$ cat config.mk
export PLATFORM = sky130hd
export DESIGN_NAME = ex_mem_latch_flat
export DESIGN_NICKNAME = d
export VERILOG_FILES = /design/src/rtl/pipe_pkg.sv /design/src/rtl/ex_mem_latch_if.sv /design/src/rtl/sat_counter.sv /design/src/rtl/ex_mem_latch.sv /design/src/flat_wrapper.sv
export SDC_FILE = /design/constraint.sdc
export NUM_CORES = 1
export LEC_CHECK = 0
export CAP_MARGIN = 20
export CORE_MARGIN = 2
export CORE_UTILIZATION = 55
export CTS_CLUSTER_SIZE = 30
export DETAILED_ROUTE_END_ITERATION = 7
export DONT_BUFFER_PORTS = 1
export PLACE_DENSITY = 0.69
export SYNTH_ARGS = -nofsm -noshare
export SYNTH_HDL_FRONTEND = slang
export SYNTH_HIERARCHICAL = 1
export SYNTH_SLANG_ARGS = --single-unit
export TNS_END_PERCENT = 30
$ cat constraint.sdc
create_clock -name clk -period 2.5 [get_ports clk]
set_clock_uncertainty 0.1 [all_clocks]
set_input_delay 0.5 -clock clk [delete_from_list [all_inputs] [get_ports clk]]
set_output_delay 0.5 -clock clk [all_outputs]
set_load 0.02 [all_outputs]
$ cat src/rtl/pipe_pkg.sv
// Shared pipeline types for the five-stage MIPS core.
// The EX/MEM bundle and its bubble are reused by neighbouring latches.
package pipe_pkg;

    localparam int REGNUM_W = 6;
    localparam int DATA_W   = 32;

    localparam logic [REGNUM_W-1:0] ZERO_REG = 6'd0;

    typedef struct packed {
        logic                valid;
        logic                load;
        logic                store;
        logic                regwrite;
        logic [REGNUM_W-1:0] regnum;
        logic [DATA_W-1:0]   alu;
        logic [DATA_W-1:0]   sdata;
        logic [DATA_W-1:0]   pc;
    } ex_mem_t;

    // Register number zero guarantees no forwarding match on a bubble.
    localparam ex_mem_t EX_MEM_BUBBLE = '{
        valid:    1'b0,
        load:     1'b0,
        store:    1'b0,
        regwrite: 1'b0,
        regnum:   ZERO_REG,
        alu:      '0,
        sdata:    '0,
        pc:       '0
    };

    typedef enum logic {
        FP_IDLE,
        FP_PEND
    } fp_state_t;

    function automatic ex_mem_t keep_or_bubble(logic v, ex_mem_t s);
        return v ? s : EX_MEM_BUBBLE;
    endfunction

endpackage

$ cat src/rtl/ex_mem_latch_if.sv
// EX->MEM latch bus: EX-side inputs, hazard controls, MEM-side outputs.
// master drives EX/control, slave is the latch itself.
interface ex_mem_latch_if;
    import pipe_pkg::*;

    logic                Halt;
    logic                Flush;
    logic                LoadStore;
    logic                EXValid;
    logic [REGNUM_W-1:0] EXRegisterNumber;
    logic [DATA_W-1:0]   EXAluResult;
    logic [DATA_W-1:0]   EXStoreData;
    logic                EXLoad;
    logic                EXStore;
    logic                EXRegWrite;
    logic [DATA_W-1:0]   EXPC;

    logic                MEMValid;
    logic                MEMLoad;
    logic                MEMStore;
    logic                MEMRegWrite;
    logic [REGNUM_W-1:0] MEMRegisterNumber;
    logic [DATA_W-1:0]   MEMAluResultData;
    logic [DATA_W-1:0]   MEMStoreData;
    logic [DATA_W-1:0]   MEMPC;
    logic                StallFront;

    modport master (
        output Halt, Flush, LoadStore, EXValid,
        output EXRegisterNumber, EXAluResult, EXStoreData,
        output EXLoad, EXStore, EXRegWrite, EXPC,
        input  MEMValid, MEMLoad, MEMStore, MEMRegWrite,
        input  MEMRegisterNumber, MEMAluResultData,
        input  MEMStoreData, MEMPC, StallFront
    );

    modport slave (
        input  Halt, Flush, LoadStore, EXValid,
        input  EXRegisterNumber, EXAluResult, EXStoreData,
        input  EXLoad, EXStore, EXRegWrite, EXPC,
        output MEMValid, MEMLoad, MEMStore, MEMRegWrite,
        output MEMRegisterNumber, MEMAluResultData,
        output MEMStoreData, MEMPC, StallFront
    );

endinterface

$ cat src/rtl/sat_counter.sv
// Saturating up-counter; sticks at all-ones instead of wrapping.
module sat_counter #(
    parameter int W = 16
) (
    input  logic         clk,
    input  logic         rst_n,
    input  logic         inc,
    output logic [W-1:0] count
);

    always_ff @(posedge clk) begin
        if (!rst_n) begin
            count <= '0;
        end else if (inc && (count != {W{1'b1}})) begin
            count <= count + 1'b1;
        end
    end

endmodule

$ cat src/rtl/ex_mem_latch.sv
// EX->MEM pipeline register with flush/load-use bubbles, halt hold
// and a flush remembered across halt.
module ex_mem_latch
    import pipe_pkg::*;
#(
    parameter int CNT_W = 16
) (
    input  logic             clk,
    input  logic             rst_n,
    ex_mem_latch_if.slave    bus,
    output logic [CNT_W-1:0] LoadUseBubbles,
    output logic [CNT_W-1:0] FlushBubbles
);

    fp_state_t state;
    fp_state_t state_nx;
    ex_mem_t   ex_in;
    ex_mem_t   mem_q;
    logic      flush_eff;
    logic      fl_inc;
    logic      lu_inc;

    always_comb begin
        ex_in = '{
            valid:    bus.EXValid,
            load:     bus.EXLoad,
            store:    bus.EXStore,
            regwrite: bus.EXRegWrite,
            regnum:   bus.EXRegisterNumber,
            alu:      bus.EXAluResult,
            sdata:    bus.EXStoreData,
            pc:       bus.EXPC
        };
    end

    assign flush_eff = bus.Flush | (state == FP_PEND);
    assign fl_inc    = ~bus.Halt & flush_eff;
    assign lu_inc    = ~bus.Halt & ~flush_eff & bus.LoadStore;

    // A pending flush outranks the hazard, so front end need not stall.
    assign bus.StallFront = bus.Halt | (bus.LoadStore & ~flush_eff);

    always_ff @(posedge clk) begin
        if (!rst_n) begin
            state <= FP_IDLE;
        end else begin
            state <= state_nx;
        end
    end

    always_comb begin
        state_nx = state;
        unique case (state)
            FP_IDLE: if (bus.Halt && bus.Flush) state_nx = FP_PEND;
            FP_PEND: if (!bus.Halt) state_nx = FP_IDLE;
            default: state_nx = FP_IDLE;
        endcase
    end

    always_ff @(posedge clk) begin
        if (!rst_n) begin
            mem_q <= EX_MEM_BUBBLE;
        end else if (bus.Halt) begin
            mem_q <= mem_q;
        end else if (flush_eff || bus.LoadStore) begin
            mem_q <= EX_MEM_BUBBLE;
        end else begin
            mem_q <= keep_or_bubble(bus.EXValid, ex_in);
        end
    end

    assign bus.MEMValid          = mem_q.valid;
    assign bus.MEMLoad           = mem_q.load;
    assign bus.MEMStore          = mem_q.store;
    assign bus.MEMRegWrite       = mem_q.regwrite;
    assign bus.MEMRegisterNumber = mem_q.regnum;
    assign bus.MEMAluResultData  = mem_q.alu;
    assign bus.MEMStoreData      = mem_q.sdata;
    assign bus.MEMPC             = mem_q.pc;

    sat_counter #(.W(CNT_W)) u_lu_cnt (
        .clk   (clk),
        .rst_n (rst_n),
        .inc   (lu_inc),
        .count (LoadUseBubbles)
    );

    sat_counter #(.W(CNT_W)) u_fl_cnt (
        .clk   (clk),
        .rst_n (rst_n),
        .inc   (fl_inc),
        .count (FlushBubbles)
    );

endmodule

$ cat src/flat_wrapper.sv
// flat-port wrapper written by rule: the top's interface ports become plain ports
module ex_mem_latch_flat import pipe_pkg::*;
#(
    parameter int CNT_W = 16
)
  (clk, rst_n, LoadUseBubbles, FlushBubbles, bus_Halt, bus_Flush, bus_LoadStore, bus_EXValid, bus_EXRegisterNumber, bus_EXAluResult, bus_EXStoreData, bus_EXLoad, bus_EXStore, bus_EXRegWrite, bus_EXPC, bus_MEMValid, bus_MEMLoad, bus_MEMStore, bus_MEMRegWrite, bus_MEMRegisterNumber, bus_MEMAluResultData, bus_MEMStoreData, bus_MEMPC, bus_StallFront);
  ex_mem_latch_if bus_i ();
  input  logic clk;
  input  logic rst_n;
  output logic [CNT_W-1:0] LoadUseBubbles;
  output logic [CNT_W-1:0] FlushBubbles;
  input wire logic [$bits(bus_i.Halt)-1:0] bus_Halt;
  input wire logic [$bits(bus_i.Flush)-1:0] bus_Flush;
  input wire logic [$bits(bus_i.LoadStore)-1:0] bus_LoadStore;
  input wire logic [$bits(bus_i.EXValid)-1:0] bus_EXValid;
  input wire logic [$bits(bus_i.EXRegisterNumber)-1:0] bus_EXRegisterNumber;
  input wire logic [$bits(bus_i.EXAluResult)-1:0] bus_EXAluResult;
  input wire logic [$bits(bus_i.EXStoreData)-1:0] bus_EXStoreData;
  input wire logic [$bits(bus_i.EXLoad)-1:0] bus_EXLoad;
  input wire logic [$bits(bus_i.EXStore)-1:0] bus_EXStore;
  input wire logic [$bits(bus_i.EXRegWrite)-1:0] bus_EXRegWrite;
  input wire logic [$bits(bus_i.EXPC)-1:0] bus_EXPC;
  output wire logic [$bits(bus_i.MEMValid)-1:0] bus_MEMValid;
  output wire logic [$bits(bus_i.MEMLoad)-1:0] bus_MEMLoad;
  output wire logic [$bits(bus_i.MEMStore)-1:0] bus_MEMStore;
  output wire logic [$bits(bus_i.MEMRegWrite)-1:0] bus_MEMRegWrite;
  output wire logic [$bits(bus_i.MEMRegisterNumber)-1:0] bus_MEMRegisterNumber;
  output wire logic [$bits(bus_i.MEMAluResultData)-1:0] bus_MEMAluResultData;
  output wire logic [$bits(bus_i.MEMStoreData)-1:0] bus_MEMStoreData;
  output wire logic [$bits(bus_i.MEMPC)-1:0] bus_MEMPC;
  output wire logic [$bits(bus_i.StallFront)-1:0] bus_StallFront;
  assign bus_i.Halt = bus_Halt;
  assign bus_i.Flush = bus_Flush;
  assign bus_i.LoadStore = bus_LoadStore;
  assign bus_i.EXValid = bus_EXValid;
  assign bus_i.EXRegisterNumber = bus_EXRegisterNumber;
  assign bus_i.EXAluResult = bus_EXAluResult;
  assign bus_i.EXStoreData = bus_EXStoreData;
  assign bus_i.EXLoad = bus_EXLoad;
  assign bus_i.EXStore = bus_EXStore;
  assign bus_i.EXRegWrite = bus_EXRegWrite;
  assign bus_i.EXPC = bus_EXPC;
  assign bus_MEMValid = bus_i.MEMValid;
  assign bus_MEMLoad = bus_i.MEMLoad;
  assign bus_MEMStore = bus_i.MEMStore;
  assign bus_MEMRegWrite = bus_i.MEMRegWrite;
  assign bus_MEMRegisterNumber = bus_i.MEMRegisterNumber;
  assign bus_MEMAluResultData = bus_i.MEMAluResultData;
  assign bus_MEMStoreData = bus_i.MEMStoreData;
  assign bus_MEMPC = bus_i.MEMPC;
  assign bus_StallFront = bus_i.StallFront;
  ex_mem_latch #(.CNT_W(CNT_W)) u_core (.clk(clk), .rst_n(rst_n), .bus(bus_i), .LoadUseBubbles(LoadUseBubbles), .FlushBubbles(FlushBubbles));
endmodule
# Word-level counts from Yosys, hierarchy flattened
# Index checks and enable logic that the tools add are counted.
[totals]
regBits = 139
latch_bits = 0
mem_bits_rw = 0
romBits = 0
inputBits = 111
out_inout_bits = 139
elab_cells = 33
n_memories = 0
[op_classes]
add_sub_neg = 2
multipliers = 0
div = 0
order_cmp = 0
eq_ne = 2
shift = 0
n_mux = 5
bitwise = 9
reduce_logical = 4
[op_table]
columns = ["op", "count"]
rows = [
  ["$mux 106", 2],
  ["$add 16x1->16 const B", 2],
  ["$ne 16x16->1 const B", 2],
  ["$and 1x1->1", 4],
  ["$logic_and 1x1->1", 3],
  ["$not 1->1", 3],
  ["$mux 1", 2],
  ["$or 1x1->1", 2],
  ["$pmux 1 s2", 1],
  ["$logic_or 1x1->1", 1],
]

# Logic depth before layout (Yosys ltp)
[logic_depth]
depth_word = 5
ltp_mapped = 8
mapped_depth_nobuf = 6

# Hierarchy
# Netlist, hierarchy kept.
[by_module_without_submodules]
columns = ["module", "instances", "cells_each", "area_each_um2", "seq_area_each_um2"]
rows = [
  ["ex_mem_latch", 1, 478, 4386.7, 2142.1],
  ["sat_counter", 2, 97, 837.1, 320.3],
]

# Least setup slack after synthesis
# Ideal clock, no wire load.
[synth_timing]
kind = "input -> register"
from = "input bus_Halt"
to = "register u_core.u_fl_cnt.count[9]"
setup_ps = 71
t_arrival_ps = 2142
t_required_ps = 2329
path_slack_ps = 187
stages = 7
path_buffers = 3
path_cell_list = "clkbuf_1 > buf_1 > clkbuf_1 > nor2_1 > nand2_1 > or4_1 > a21oi_1"
[synth_via]
elab_chain_len = 3
[synth_rtl]
columns = ["item", "line", "text"]
rows = [
  ["from (decl)", "flat_wrapper.sv:12", "input wire logic [$bits(bus_i.Halt)-1:0] bus_Halt;"],
  ["$not 1->1", "ex_mem_latch.sv:37", "assign fl_inc = ~bus.Halt & flush_eff;"],
  ["$and 1x1->1", "ex_mem_latch.sv:37", ""],
  ["named net u_core.fl_inc", "ex_mem_latch.sv:20", "logic fl_inc;"],
  ["$logic_and 1x1->1", "sat_counter.sv:14", "end else if (inc && (count != {W{1'b1}})) begin"],
  ["to (signal assigned)", "sat_counter.sv:15", "count <= count + 1'b1;"],
  ["to (decl)", "sat_counter.sv:8", "output logic [W-1:0] count"],
]
# The timed path passes the listed nets, and every way through them passes these cells.
# A chain may end at the register's enable or synchronous reset.

# Final worst setup path
[layout_timing]
from = "register u_core.state"
to = "register u_core.mem_q, in the netlist u_core/bus.MEMStoreData[0]"
[layout_via]
elab_chain_len = 3
[layout_rtl]
columns = ["item", "line", "text"]
rows = [
  ["from (decl)", "ex_mem_latch.sv:15", "fp_state_t state;"],
  ["from (signal assigned)", "ex_mem_latch.sv:47", "state <= state_nx;"],
  ["$or 1x1->1", "ex_mem_latch.sv:36", "assign flush_eff = bus.Flush | (state == FP_PEND);"],
  ["$logic_or 1x1->1", "ex_mem_latch.sv:65", "end else if (flush_eff || bus.LoadStore) begin"],
  ["$mux 106", "ex_mem_latch.sv:65", ""],
  ["to (signal assigned)", "ex_mem_latch.sv:64", "mem_q <= mem_q;"],
  ["to (signal assigned)", "ex_mem_latch.sv:68", "mem_q <= keep_or_bubble(bus.EXValid, ex_in);"],
  ["to (decl)", "ex_mem_latch.sv:18", "ex_mem_t mem_q;"],
]
# Every way passes these cells.

==> results.py <==
metrics = {
    "layout": {
        "area_growth_pct": 14.4,
        "drive_above_1_share": 0.127,
        "num-nets-final": 780,
        "final_cells": 819,
        "post-route-util": 0.642,
        "n_antenna_cell": 0,
    },
    "power_and_ir_drop": {
        "peakVddDrop_mv": 0.442,
        "power_density_mw_per_mm2": 725,
        "leakagePower_nw": 2.46,
    },
    "die": {
        "ioPinCount": 250,
        "core-area_mm2": 0.0108,
        "die_h_um": 109,
        "rows": 38,
        "dieArea_mm2": 0.0119,
        "initial_utilization": 0.562,
        "fp.dieW_um": 109,
    },
    "place": {
        "place_ws_ps": 373,
        "port_buffers": 0,
        "hpwlAfterDp_mm": 9.36,
        "place_congestion": 0.837,
        "dp.cells": 758,
    },
    "drt": {
        "drt_iter0_drc": 414,
        "wl_per_cell_um": 19.0,
        "top_layer": "met4",
        "viasPerCell": 6.22,
        "drtPass1Iterations": 5,
        "antenna_left": 0,
        "dr_total_vias": 5096,
        "drc": 0,
        "wl_met2_mm": 7.64,
        "wl_met3_mm": 1.39,
        "wl_met1_mm": 6.18,
        "drt-total-wl_mm": 15.5,
    },
    "worst_setup_path": {
        "critPathRequiredTime_ps": 2860,
        "worstPathArrival_ps": 2640,
        "critical_path_class": "flip-flop to flip-flop",
        "startpoint_type": "flip-flop",
        "path_max_fanout": 106,
        "crit_path_end_kind": "flip-flop",
    },
    "global_route": {
        "grt_pass1_vias": 4655,
        "overflow": 0,
        "track_usage": 0.253,
        "grt_max_degree": 200,
        "grt_pass1_wl_mm": 23.7,
        "antenna_found_initial": 0,
    },
    "hold_path": {
        "hold_class": "primary input to flip-flop",
    },
    "flow_run": {
        "maxCapViolCount": 0,
    },
    "timing": {
        "timing.fmax_ghz": 0.440,
        "rsz0062_at_grt": "false",
        "hold_viol_final": 0,
        "slew_headroom": 0.582,
        "min_period_over_period": 0.910,
        "fin_crit_ps": 2280,
        "holdWs_ps": 20.6,
        "finalSetupViolations": 0,
        "final_max_slew_viol_count": 0,
        "postLayoutSetupSlackWorst_ps": 225,
        "tns_ps": 0,
        "worst-slew-pin-transition_ps": 626,
    },
    "clocking": {
        "cts_made_buffers": 17,
        "cts_setup_buffers": 0,
        "post_cts_resized": 0,
        "clock-sinks": 139,
        "clockBufferDepth": 2,
        "root_buffer": "clkbuf_8",
        "clkTransAtPathRegs_ps": 60,
        "cts_htree_levels": 4,
        "hold_buffers": 30,
        "cts_tree": "built",
        "clkLatencyLatePin_ps": 510,
    },
    "logic_synthesis": {
        "ys_types": 41,
        "yosys_register_bits": 139,
        "syn-num-nets": 785,
        "synthCells": 672,
        "ys.flop_type": "dfxtp_1",
        "synth_edf_count": 0,
        "yosysWarnings": 6,
        "ys_seq_area_frac": 0.459,
        "netlist_area_mm2": 0.00606,
        "avgSynthCellArea_um2": 9.02,
        "ys_async_sr_fraction": 0,
    },
    "run_status": {
        "status": "finished clean",
    },
}
[final timing paths]
path | start | endpoint | slack (ps) | cells after the start
hold / removal | bus_EXStoreData[17] | u_core/bus.MEMStoreData[17]$_SDFFE_PN0N_ | 20 | 2
setup / recovery | u_core/state$_SDFF_PN0_ | u_core/bus.MEMStoreData[0]$_SDFFE_PN0N_ | 220 | 4
hold reg to reg | u_core/state$_SDFF_PN0_ | u_core/state$_SDFF_PN0_ | 470 | 2
setup reg to reg | u_core/state$_SDFF_PN0_ | u_core/bus.MEMStoreData[0]$_SDFFE_PN0N_ | 220 | 4
[power by group]
group          internal (W)  leakage (nW)  switching, W
clock network       0.00156         0.283      0.000950
registers           0.00225          1.12     0.0000664
logic             0.0000787          1.05      0.000123
[layout by cell type, fill, tap and decap left out, types with 8 or more instances in the layout]
master	n
dlygate4sd3_1	29
nand2_1	113
clkbuf_16	16
nand3_1	105
inv_1	10
o21ai_0	8
nor2_1	12
or4_1	10
mux2i_1	18
a21oi_1	18
o31ai_2	33
o31ai_1	70
dfxtp_1	139
[cell type report]
class	instances	area (um2)
Fill cell	867	3860
Multi-Input combinational cell	461	2960
Sequential cell	139	2780
Clock buffer	20	445
Timing Repair Buffer	38	390
Tap cell	140	175
Clock inverter	11	145
Inverter	10	37.5
[layer usage]
layer,global-route usage,vias to the layer above
met5,0,-
met4,0.103,0
met3,0.0938,22
met2,0.405,197
met1,0.306,2415
li1,-,2462
[sequential cells by signal, summed over array words and instances, names as in the netlist]
signal	flops
u_core/bus.MEMRegisterNumber	6
u_core/u_lu_cnt/count	16
u_core/bus.MEMRegWrite	1
u_core/bus.MEMValid	1
u_core/bus.MEMAluResultData	32
u_core/bus.MEMPC	32
u_core/u_fl_cnt/count	16
u_core/bus.MEMStore	1
u_core/bus.MEMStoreData	32
u_core/bus.MEMLoad	1
u_core/state	1
[stage by stage]
| step | total power [W] | cell area [um2] |
|---|---|---|
| 6_report | 0.00503 | 6930 |
| 5_1_grt | 0.00517 | 6930 |
| 2_1_floorplan | 0.00257 | 6060 |
| 3_3_place_gp | 0.00251 | 6030 |
| 4_1_cts | 0.00507 | 6930 |
| 3_5_place_dp | 0.00251 | 6030 |
[critical path, stage by stage, from the launching register on]
cell and delay (ps):
dfxtp_1 310, or4b_4 490, buf_12 230, o31ai_1 370, dlygate4sd3_1 600
[kinds of logic after synthesis]
group           synth area share
xor+xnor                 0.00578
buf+inv                   0.0535
simple gates               0.237
fa+ha+maj                0.00413
mux                       0.0297
compound gates             0.211
flops                      0.459
[synth_stat cells (4+ instances only)]
library cell,instances,share of area
a211oi_1,6,0.0074
a211oi_2,7,0.014
a21oi_1,18,0.015
and4_1,6,0.0087
buf_1,12,0.0074
buf_2,7,0.0058
buf_6,5,0.0093
clkbuf_1,36,0.022
dfxtp_1,139,0.46
inv_1,10,0.0062
mux2i_1,18,0.030
nand2_1,113,0.070
nand2b_1,4,0.0041
nand3_1,105,0.087
nand4_1,6,0.0062
nor2_1,12,0.0074
nor3_1,5,0.0041
nor4_1,6,0.0062
o21ai_0,8,0.0066
o31ai_1,70,0.087
o31ai_2,33,0.068
or3_1,4,0.0041
or4_1,10,0.012
(Power assumes the default switching activity.)
